**src/rtl/lsu_ram_port.sv**
```systemverilog
// RV32 load/store adapter for a single-port byte-lane synchronous RAM.
// One request in flight; each request yields exactly one registered response.
`timescale 1ns/1ps

module lsu_ram_port #(
  parameter int ADDR_WIDTH = 6
) (
  input  logic                  clk,
  input  logic                  reset,
  input  logic                  req_valid,
  output logic                  req_ready,
  input  logic                  req_we,
  input  logic [1:0]            req_size,
  input  logic                  req_unsigned,
  input  logic [ADDR_WIDTH+1:0] req_addr,
  input  logic [31:0]           req_wdata,
  output logic                  rsp_valid,
  input  logic                  rsp_ready,
  output logic [31:0]           rsp_rdata,
  output logic                  rsp_err,
  output logic [ADDR_WIDTH-1:0] ram_addr,
  output logic [3:0]            ram_we,
  output logic [31:0]           ram_wdata,
  input  logic [31:0]           ram_q
);

  typedef enum logic [1:0] {
    S_IDLE  = 2'd0,
    S_ISSUE = 2'd1,
    S_WAIT  = 2'd2,
    S_RESP  = 2'd3
  } state_t;

  state_t                state_q, state_d;
  logic                  store_q, store_d;
  logic [1:0]            size_q, size_d;
  logic                  unsigned_q, unsigned_d;
  logic [1:0]            lane_q, lane_d;
  logic [3:0]            we_mask_q, we_mask_d;
  logic [31:0]           rdata_q, rdata_d;
  logic                  err_q, err_d;
  logic [ADDR_WIDTH-1:0] ram_addr_q, ram_addr_d;
  logic [31:0]           ram_wdata_q, ram_wdata_d;

  // Incoming request decode
  logic        req_bad;
  logic [3:0]  req_mask;
  logic [31:0] req_wrep;

  always_comb begin
    req_bad  = 1'b0;
    req_mask = 4'b0000;
    req_wrep = req_wdata;
    case (req_size)
      2'b00: begin
        req_mask = 4'b0001 << req_addr[1:0];
        req_wrep = {4{req_wdata[7:0]}};
      end
      2'b01: begin
        req_bad  = req_addr[0];
        req_mask = 4'b0011 << {req_addr[1], 1'b0};
        req_wrep = {2{req_wdata[15:0]}};
      end
      2'b10: begin
        req_bad  = (req_addr[1:0] != 2'b00);
        req_mask = 4'hF;
        req_wrep = req_wdata;
      end
      default: begin
        req_bad  = 1'b1;
        req_mask = 4'b0000;
      end
    endcase
    if (!req_we) begin
      req_mask = 4'b0000;
    end
  end

  // Load data lane select and extension
  logic [7:0]  q_byte [4];
  logic [7:0]  sel_byte;
  logic [15:0] sel_half;
  logic [31:0] load_ext;

  for (genvar gi = 0; gi < 4; gi++) begin : g_qbyte
    assign q_byte[gi] = ram_q[8*gi +: 8];
  end

  always_comb begin
    sel_byte = q_byte[lane_q];
    sel_half = lane_q[1] ? ram_q[31:16] : ram_q[15:0];
    case (size_q)
      2'b00:   load_ext = {{24{!unsigned_q & sel_byte[7]}}, sel_byte};
      2'b01:   load_ext = {{16{!unsigned_q & sel_half[15]}}, sel_half};
      default: load_ext = ram_q;
    endcase
  end

  always_comb begin
    state_d     = state_q;
    store_d     = store_q;
    size_d      = size_q;
    unsigned_d  = unsigned_q;
    lane_d      = lane_q;
    we_mask_d   = we_mask_q;
    rdata_d     = rdata_q;
    err_d       = err_q;
    ram_addr_d  = ram_addr_q;
    ram_wdata_d = ram_wdata_q;
    case (state_q)
      S_IDLE: begin
        if (req_valid) begin
          store_d    = req_we;
          size_d     = req_size;
          unsigned_d = req_unsigned;
          lane_d     = req_addr[1:0];
          rdata_d    = 32'h0;
          err_d      = req_bad;
          if (req_bad) begin
            we_mask_d = 4'b0000;
            state_d   = S_RESP;
          end else begin
            // RAM-side registers only move for legal requests
            we_mask_d   = req_mask;
            ram_addr_d  = req_addr[ADDR_WIDTH+1:2];
            ram_wdata_d = req_wrep;
            state_d     = S_ISSUE;
          end
        end
      end
      S_ISSUE: begin
        state_d = store_q ? S_RESP : S_WAIT;
      end
      S_WAIT: begin
        rdata_d = load_ext;
        state_d = S_RESP;
      end
      S_RESP: begin
        if (rsp_ready) begin
          state_d = S_IDLE;
        end
      end
      default: state_d = S_IDLE;
    endcase
  end

  always_ff @(posedge clk) begin
    if (reset) begin
      state_q     <= S_IDLE;
      store_q     <= 1'b0;
      size_q      <= 2'b00;
      unsigned_q  <= 1'b0;
      lane_q      <= 2'b00;
      we_mask_q   <= 4'b0000;
      rdata_q     <= 32'h0;
      err_q       <= 1'b0;
      ram_addr_q  <= '0;
      ram_wdata_q <= 32'h0;
    end else begin
      state_q     <= state_d;
      store_q     <= store_d;
      size_q      <= size_d;
      unsigned_q  <= unsigned_d;
      lane_q      <= lane_d;
      we_mask_q   <= we_mask_d;
      rdata_q     <= rdata_d;
      err_q       <= err_d;
      ram_addr_q  <= ram_addr_d;
      ram_wdata_q <= ram_wdata_d;
    end
  end

  // Reset gates the strobe combinationally so a write caught mid-ISSUE never lands
  assign ram_we    = (state_q == S_ISSUE && !reset) ? we_mask_q : 4'b0000;
  assign ram_addr  = ram_addr_q;
  assign ram_wdata = ram_wdata_q;
  assign req_ready = (state_q == S_IDLE) && !reset;
  assign rsp_valid = (state_q == S_RESP);
  assign rsp_rdata = rdata_q;
  assign rsp_err   = err_q;

endmodule

```
**config.mk**
```make
export PLATFORM = sky130hd
export DESIGN_NAME = lsu_ram_port
export DESIGN_NICKNAME = d
export VERILOG_FILES = /design/src/rtl/lsu_ram_port.sv
export SDC_FILE = /design/constraint.sdc
export NUM_CORES = 1
export LEC_CHECK = 0
export CAP_MARGIN = 20
export CORE_MARGIN = 10
export CORE_UTILIZATION = 45
export DETAILED_ROUTE_END_ITERATION = 6
export MAX_ROUTING_LAYER = met4
export PLACE_DENSITY = 0.81
export SYNTH_ARGS = -nofsm -noshare
export SYNTH_HDL_FRONTEND = slang
export SYNTH_SLANG_ARGS = --single-unit
```
**constraint.sdc**
```tcl
create_clock -name clk -period 2.29 [get_ports clk]
set_clock_uncertainty 0.05 [all_clocks]
set_input_delay 0.458 -clock clk [delete_from_list [all_inputs] [get_ports clk]]
set_output_delay 0.458 -clock clk [all_outputs]
set_load 0.01 [all_outputs]
```
-- Word level (Yosys, flattened, before mapping)
Cells that the tools add are included.
- input bits: 80
- output and inout bits: 77
- logic and storage cells: 56
- flip-flop bits (word level): 83
- multiplexer cells: 18
- equality and inequality tests: 8
- shifts and indexed selects: 2
- reduce and logical (&&, ||, !) cells: 13
- bitwise logic cells: 4
- order comparisons: 1
- operators with widths (kind ; number):
    32-bit one-hot mux with 2 select lines ; 3
    32-bit two-way mux ; 1
    8-bit binary-select mux with 2-bit select ; 1
    16-bit two-way mux ; 1
    8-bit two-way mux ; 2
    4-bit two-way mux ; 3
    4-bit one-hot mux with 3 select lines ; 1
    2-bit one-hot mux with 4 select lines ; 1
    2-bit by 1-bit equality test with 1-bit output (second input constant) ; 3
    2-bit equality test (second input constant) ; 3
    2-bit logical NOT ; 3
    2-bit two-way mux ; 3
    2-bit AND reduction ; 3
    2-bit nonzero test ; 2
    1-bit by 2-bit << shifter with 4-bit output (first input constant) ; 1
    2-bit by 2-bit << shifter with 4-bit output (first input constant) ; 1
    3-bit >= comparator (second input constant) ; 1
    2-bit inverter with 3-bit output ; 1
    1-bit one-hot mux with 3 select lines ; 1
    3-bit AND reduction ; 1
    1-bit AND ; 2
    1-bit logical AND ; 2
    1-bit logical NOT ; 2
    2-bit by 1-bit != test with 1-bit output (second input constant) ; 1
    other kinds (3) ; 3

-- Longest topological paths before layout
Gate-level depths: netlist of the first run.
- depth after elaboration: 7
- depth in mapped cells: 8
- mapped depth without buffers: 6

-- Worst setup path before layout of the first run
Ideal clock, no wire load.
- path type: register to register
- from: reg state_q[0]
- to: reg rdata_q[22] (netlist: rsp_rdata[22])
- arrival: 1514 ps
- stages on the path, launching flop included: 9
- setup time: 132 ps
- buffers on the path: 2
- path slack: 594 ps
- data required time: 2108 ps
- period minus slack after synthesis: 1696 ps
- cell sequence: dfxtp_1 inv_1 ha_1 nor2b_2 and3b_1 clkbuf_2 buf_2 a22oi_1 a21oi_1
- cells in the longest elaborated chain, start to end: 3
- elaborated cells on any way between the ends: 6
- those cells by class: eq/ne (2); mux (1); reduce/logical (3)
- ends and longest elaborated chain (element ; line ; RTL):
    start, declared ; 34 ; state_t state_q, state_d;
    start signal, assigned ; 160 ; state_q <= state_d;
    2-bit equality test or 2-bit logical NOT (tied branches) ; 110 ; case (state_q)
    2-bit nonzero test (no source line) or 2-bit != test (tied branches) ; - ;
    2-bit AND reduction (no source line) ; - ;
    end signal, assigned ; 166 ; rdata_q <= rdata_d;
    end, declared ; 40 ; logic [31:0] rdata_q, rdata_d;
Parallel ways exist; a longest one is shown, timed or not.
A chain may end at the register's enable or synchronous reset.

-- Final worst setup path of the first run
- from: reg state_q[1]
- to: out ram_we[3]
- cells in the longest elaborated chain, start to end: 3
- ends and longest elaborated chain (element ; line ; RTL):
    2-bit by 1-bit equality test with 1-bit output ; 174 ; assign ram_we = (state_q == S_ISSUE && !reset) ? we_mask_q : 4'b0000;
    1-bit logical AND ; 174 ;
    4-bit two-way mux ; 174 ;
    end, declared ; 22 ; output logic [3:0] ram_we,
No other way between the ends.

==> results of run 1 <==
-- final cells by class --
| cell class | instances | area share |
|---|---|---|
| multi-input combinational | 351 | 0.378 |
| timing repair buffer | 176 | 0.289 |
| sequential | 83 | 0.276 |
| tap | 111 | 0.0231 |
| clock buffer | 10 | 0.0212 |
| clock inverter | 5 | 0.00915 |
| inverter | 5 | 0.00312 |
-- metal layers --
layer	track usage	routed length, um
met1	0.221	5260
met2	0.351	6920
met3	0.0976	1770
met4	0.0617	280
met5	-	0
-- cells in the mapped netlist (8+ instances only) --
cell type	count	area share
a211oi_1	8	0.014
a21oi_1	65	0.078
a22oi_1	24	0.043
a32o_1	8	0.019
buf_2	13	0.016
clkbuf_1	16	0.014
dfxtp_1	83	0.40
mux2i_1	24	0.057
nand2_1	80	0.072
nand2b_1	13	0.019
nor2_1	24	0.021
o21ai_0	20	0.024
o21ai_1	8	0.0096
-- per-stage QoR --
| stage | TNS (ns) | total power [mW] |
|---|---|---|
| 2_1_floorplan | 0 | 3.11 |
| 4_1_cts | 0 | 5.04 |
| 3_5_place_dp | -0.0791 | 4.02 |
| 6_report | 0 | 5.03 |
| 3_3_place_gp | 0 | 3.95 |
| 5_1_grt | 0 | 5.32 |
-- tightest hold or removal path, stage by stage (launching register included) --
cell and delay (ns):
dfxtp_1 0.31, nand2_1 0.05, a21oi_1 0.05
-- sequential cells by signal (all words and copies together) (netlist names) --
register / count
store_q: 1
we_mask_q: 4
rsp_rdata: 32
ram_wdata: 32
lane_q: 2
size_q: 2
state_q: 2
ram_addr: 6
rsp_err: 1
unsigned_q: 1
-- cell families after synthesis --
logic type / count (synthesis) / share of synthesized area
AOI/OAI and AO/OA: 167 / 0.274
xor gates and xnor gates: 1 / 0.00209
adders and majority gates: 5 / 0.0149
buffers and inverters: 49 / 0.0630
DFF: 83 / 0.396
muxes: 34 / 0.0866
and+or+nand+nor: 144 / 0.163
-- how the worst max path moves through the flow --
stage | start | endpoint | cells after the start
detailed placement | req_valid | rsp_rdata[11]$_SDFFE_PP0P_ | 5
floorplan | state_q[0]$_SDFFE_PP0P_ | rsp_rdata[22]$_SDFFE_PP0P_ | 8
global route | state_q[1]$_SDFFE_PP0P_ | ram_we[1] | 5
CTS | state_q[1]$_SDFFE_PP0P_ | ram_we[3] | 5
global placement | req_valid | rsp_rdata[15]$_SDFFE_PP0P_ | 5
finish | state_q[1]$_SDFFE_PP0P_ | ram_we[3] | 5
-- power groups by stage --
stage,Sequential [mW],Clock [mW],Combinational (mW)
2_1_floorplan,1.95,0,1.16
3_3_place_gp,1.89,0,2.07
3_5_place_dp,1.90,0,2.12
4_1_cts,1.87,1.03,2.14
5_1_grt,1.90,1.10,2.31
6_report,1.87,1.01,2.14
-- repair_timing --
item / in CTS / in global routing
endpoints found under the setup margin: 5 / 2
resized for setup: 8 / 1
buffers inserted: 0 / 0
==> impl_metrics.tcl, run 1 <==
set metrics [dict create \
    outcome "complete, no violations" \
    drv_slew 0 \
    first_pass_iters 7 \
    worst_path_max_delay_cell "dfxtp_2" \
    rsz0062_at_grt "false" \
    relSlewSlack 0.471 \
    critical_path_buf_inv_count 2 \
    fp-row-count 35 \
    cts-htree-levels 3 \
    setup_slack_ns 0.185 \
    hold_slack_ns 0.406 \
    clk_pin_slew_ns 0.08 \
    placed_area_sq_mm 0.00583 \
    swShare 0.355 \
    switching_power_mw 1.78 \
    antenna_found_initial 0 \
    finalCritPeriodShare 0.919 \
    synth.distinct_cells 48 \
    p_leak_nw 2.29 \
    r2r-end "rsp_rdata[11]$_SDFFE_PP0P_" \
    rrSetupSlack_ns 0.20 \
    grt_max_degree 71 \
    ios 157 \
    cts_buffer_depth 2 \
    track_usage 0.211 \
    drt_iter0_drc 295 \
    io_buffer_count 156 \
    setup_violations 0 \
    die-area_sq_mm 0.0136 \
    wire_per_inst_um 19.2 \
    fillers 756 \
    drtAntennaViolNets 0 \
    ys_ff_latch 83 \
    worstHoldStart "we_mask_q[1]$_SDFFE_PP0P_" \
    die_h_um 117 \
    antennaDiodeCount 0 \
    cts_made_buffers 9 \
    crit_path_end_kind "output pin" \
    fin_util 0.657 \
    combPwrFrac 0.426 \
    dp_cells 726 \
    drcViolationCount 0 \
    syn_nets 568 \
    coreArea_sq_mm 0.00915 \
    drv_cap 0 \
    start_kind "flop" \
    ys_warn_count 0 \
    hp-class "reg2reg" \
    regArea_sq_mm 0.00166 \
    grt_pass1_wl_um 22100 \
    peakVddDrop_v 0.000383 \
    area_growth_syn_to_layout_pct 43.5 \
    syn-instance-count 483 \
    grt_pass1_vias 4327 \
    p_seq_frac 0.373 \
    crit_required_ns 1.78 \
    multiInputGateArea_sq_mm 0.00227 \
    critPathMaxFanout 5 \
    cts_tree "done" \
    gp_routability_congestion 0.901 \
    whs_path_depth 2 \
    vias 4315 \
    drive_gt1_frac 0.100 \
    synth_area_per_cell_sq_um 8.68 \
    dp_hpwl_um 10900 \
    crit_family "flip-flops" \
    postSynth.topFlopCell "dfxtp_1" \
    hold_viol_final 0 \
    r2r_start "state_q[0]$_SDFFE_PP0P_" \
    critical_path_arrival_ns 1.60 \
    dp_slack_ns -0.0233 \
    intPower_mw 3.24 \
    final_common_cell "clkdlybuf4s50_1" \
    routed_wl_um 14200 \
    hold_end "we_mask_q[1]$_SDFFE_PP0P_" \
    gr-total-overflow 0 \
    design_area_sq_mm 0.00602 \
    synth-async-reset-ratio 0 \
    tightest_slew_ns 0.794 \
    syn-cell-area_sq_mm 0.00419 \
    insertion_delay_ns 0.35 \
    path_cells "inv_1, ha_1, nor2b_2, and2_1, dlygate4sd2_1" \
    die_x_um 117 \
    mostFrequentLayoutCells "150 x clkdlybuf4s50_1, 82 x dfxtp_1, 80 x nand2_1" \
    yosysSeqAreaShare 0.396 \
    synth_edf_count 0 \
    clock_sinks 83 \
    critPathMaxStageDelay_ns 0.37 \
    path_class "reg2out" \
    finalNonFillerCells 741 \
    max_freq_mhz 475 \
    vias_per_cell 5.82 \
    cts_hold_buf 0 \
    rr_worst_depth 6 \
    clkPwrFrac 0.201 \
    root_buffer "clkbuf_8" \
    initial_core_util 0.458 \
    cellPowerDensity_mw_per_mm2 835 \
    final_nets 711 \
    fin_crit_ns 2.11 \
]
No activity file was read; power rests on OpenSTA's default activity.
==> inputs of run 2 (changes only) <==
Settings changed: CAP_MARGIN 20 to 10.
==> results of run 2 <==
Final layout, timing and power as in run 1 (identical DEF).
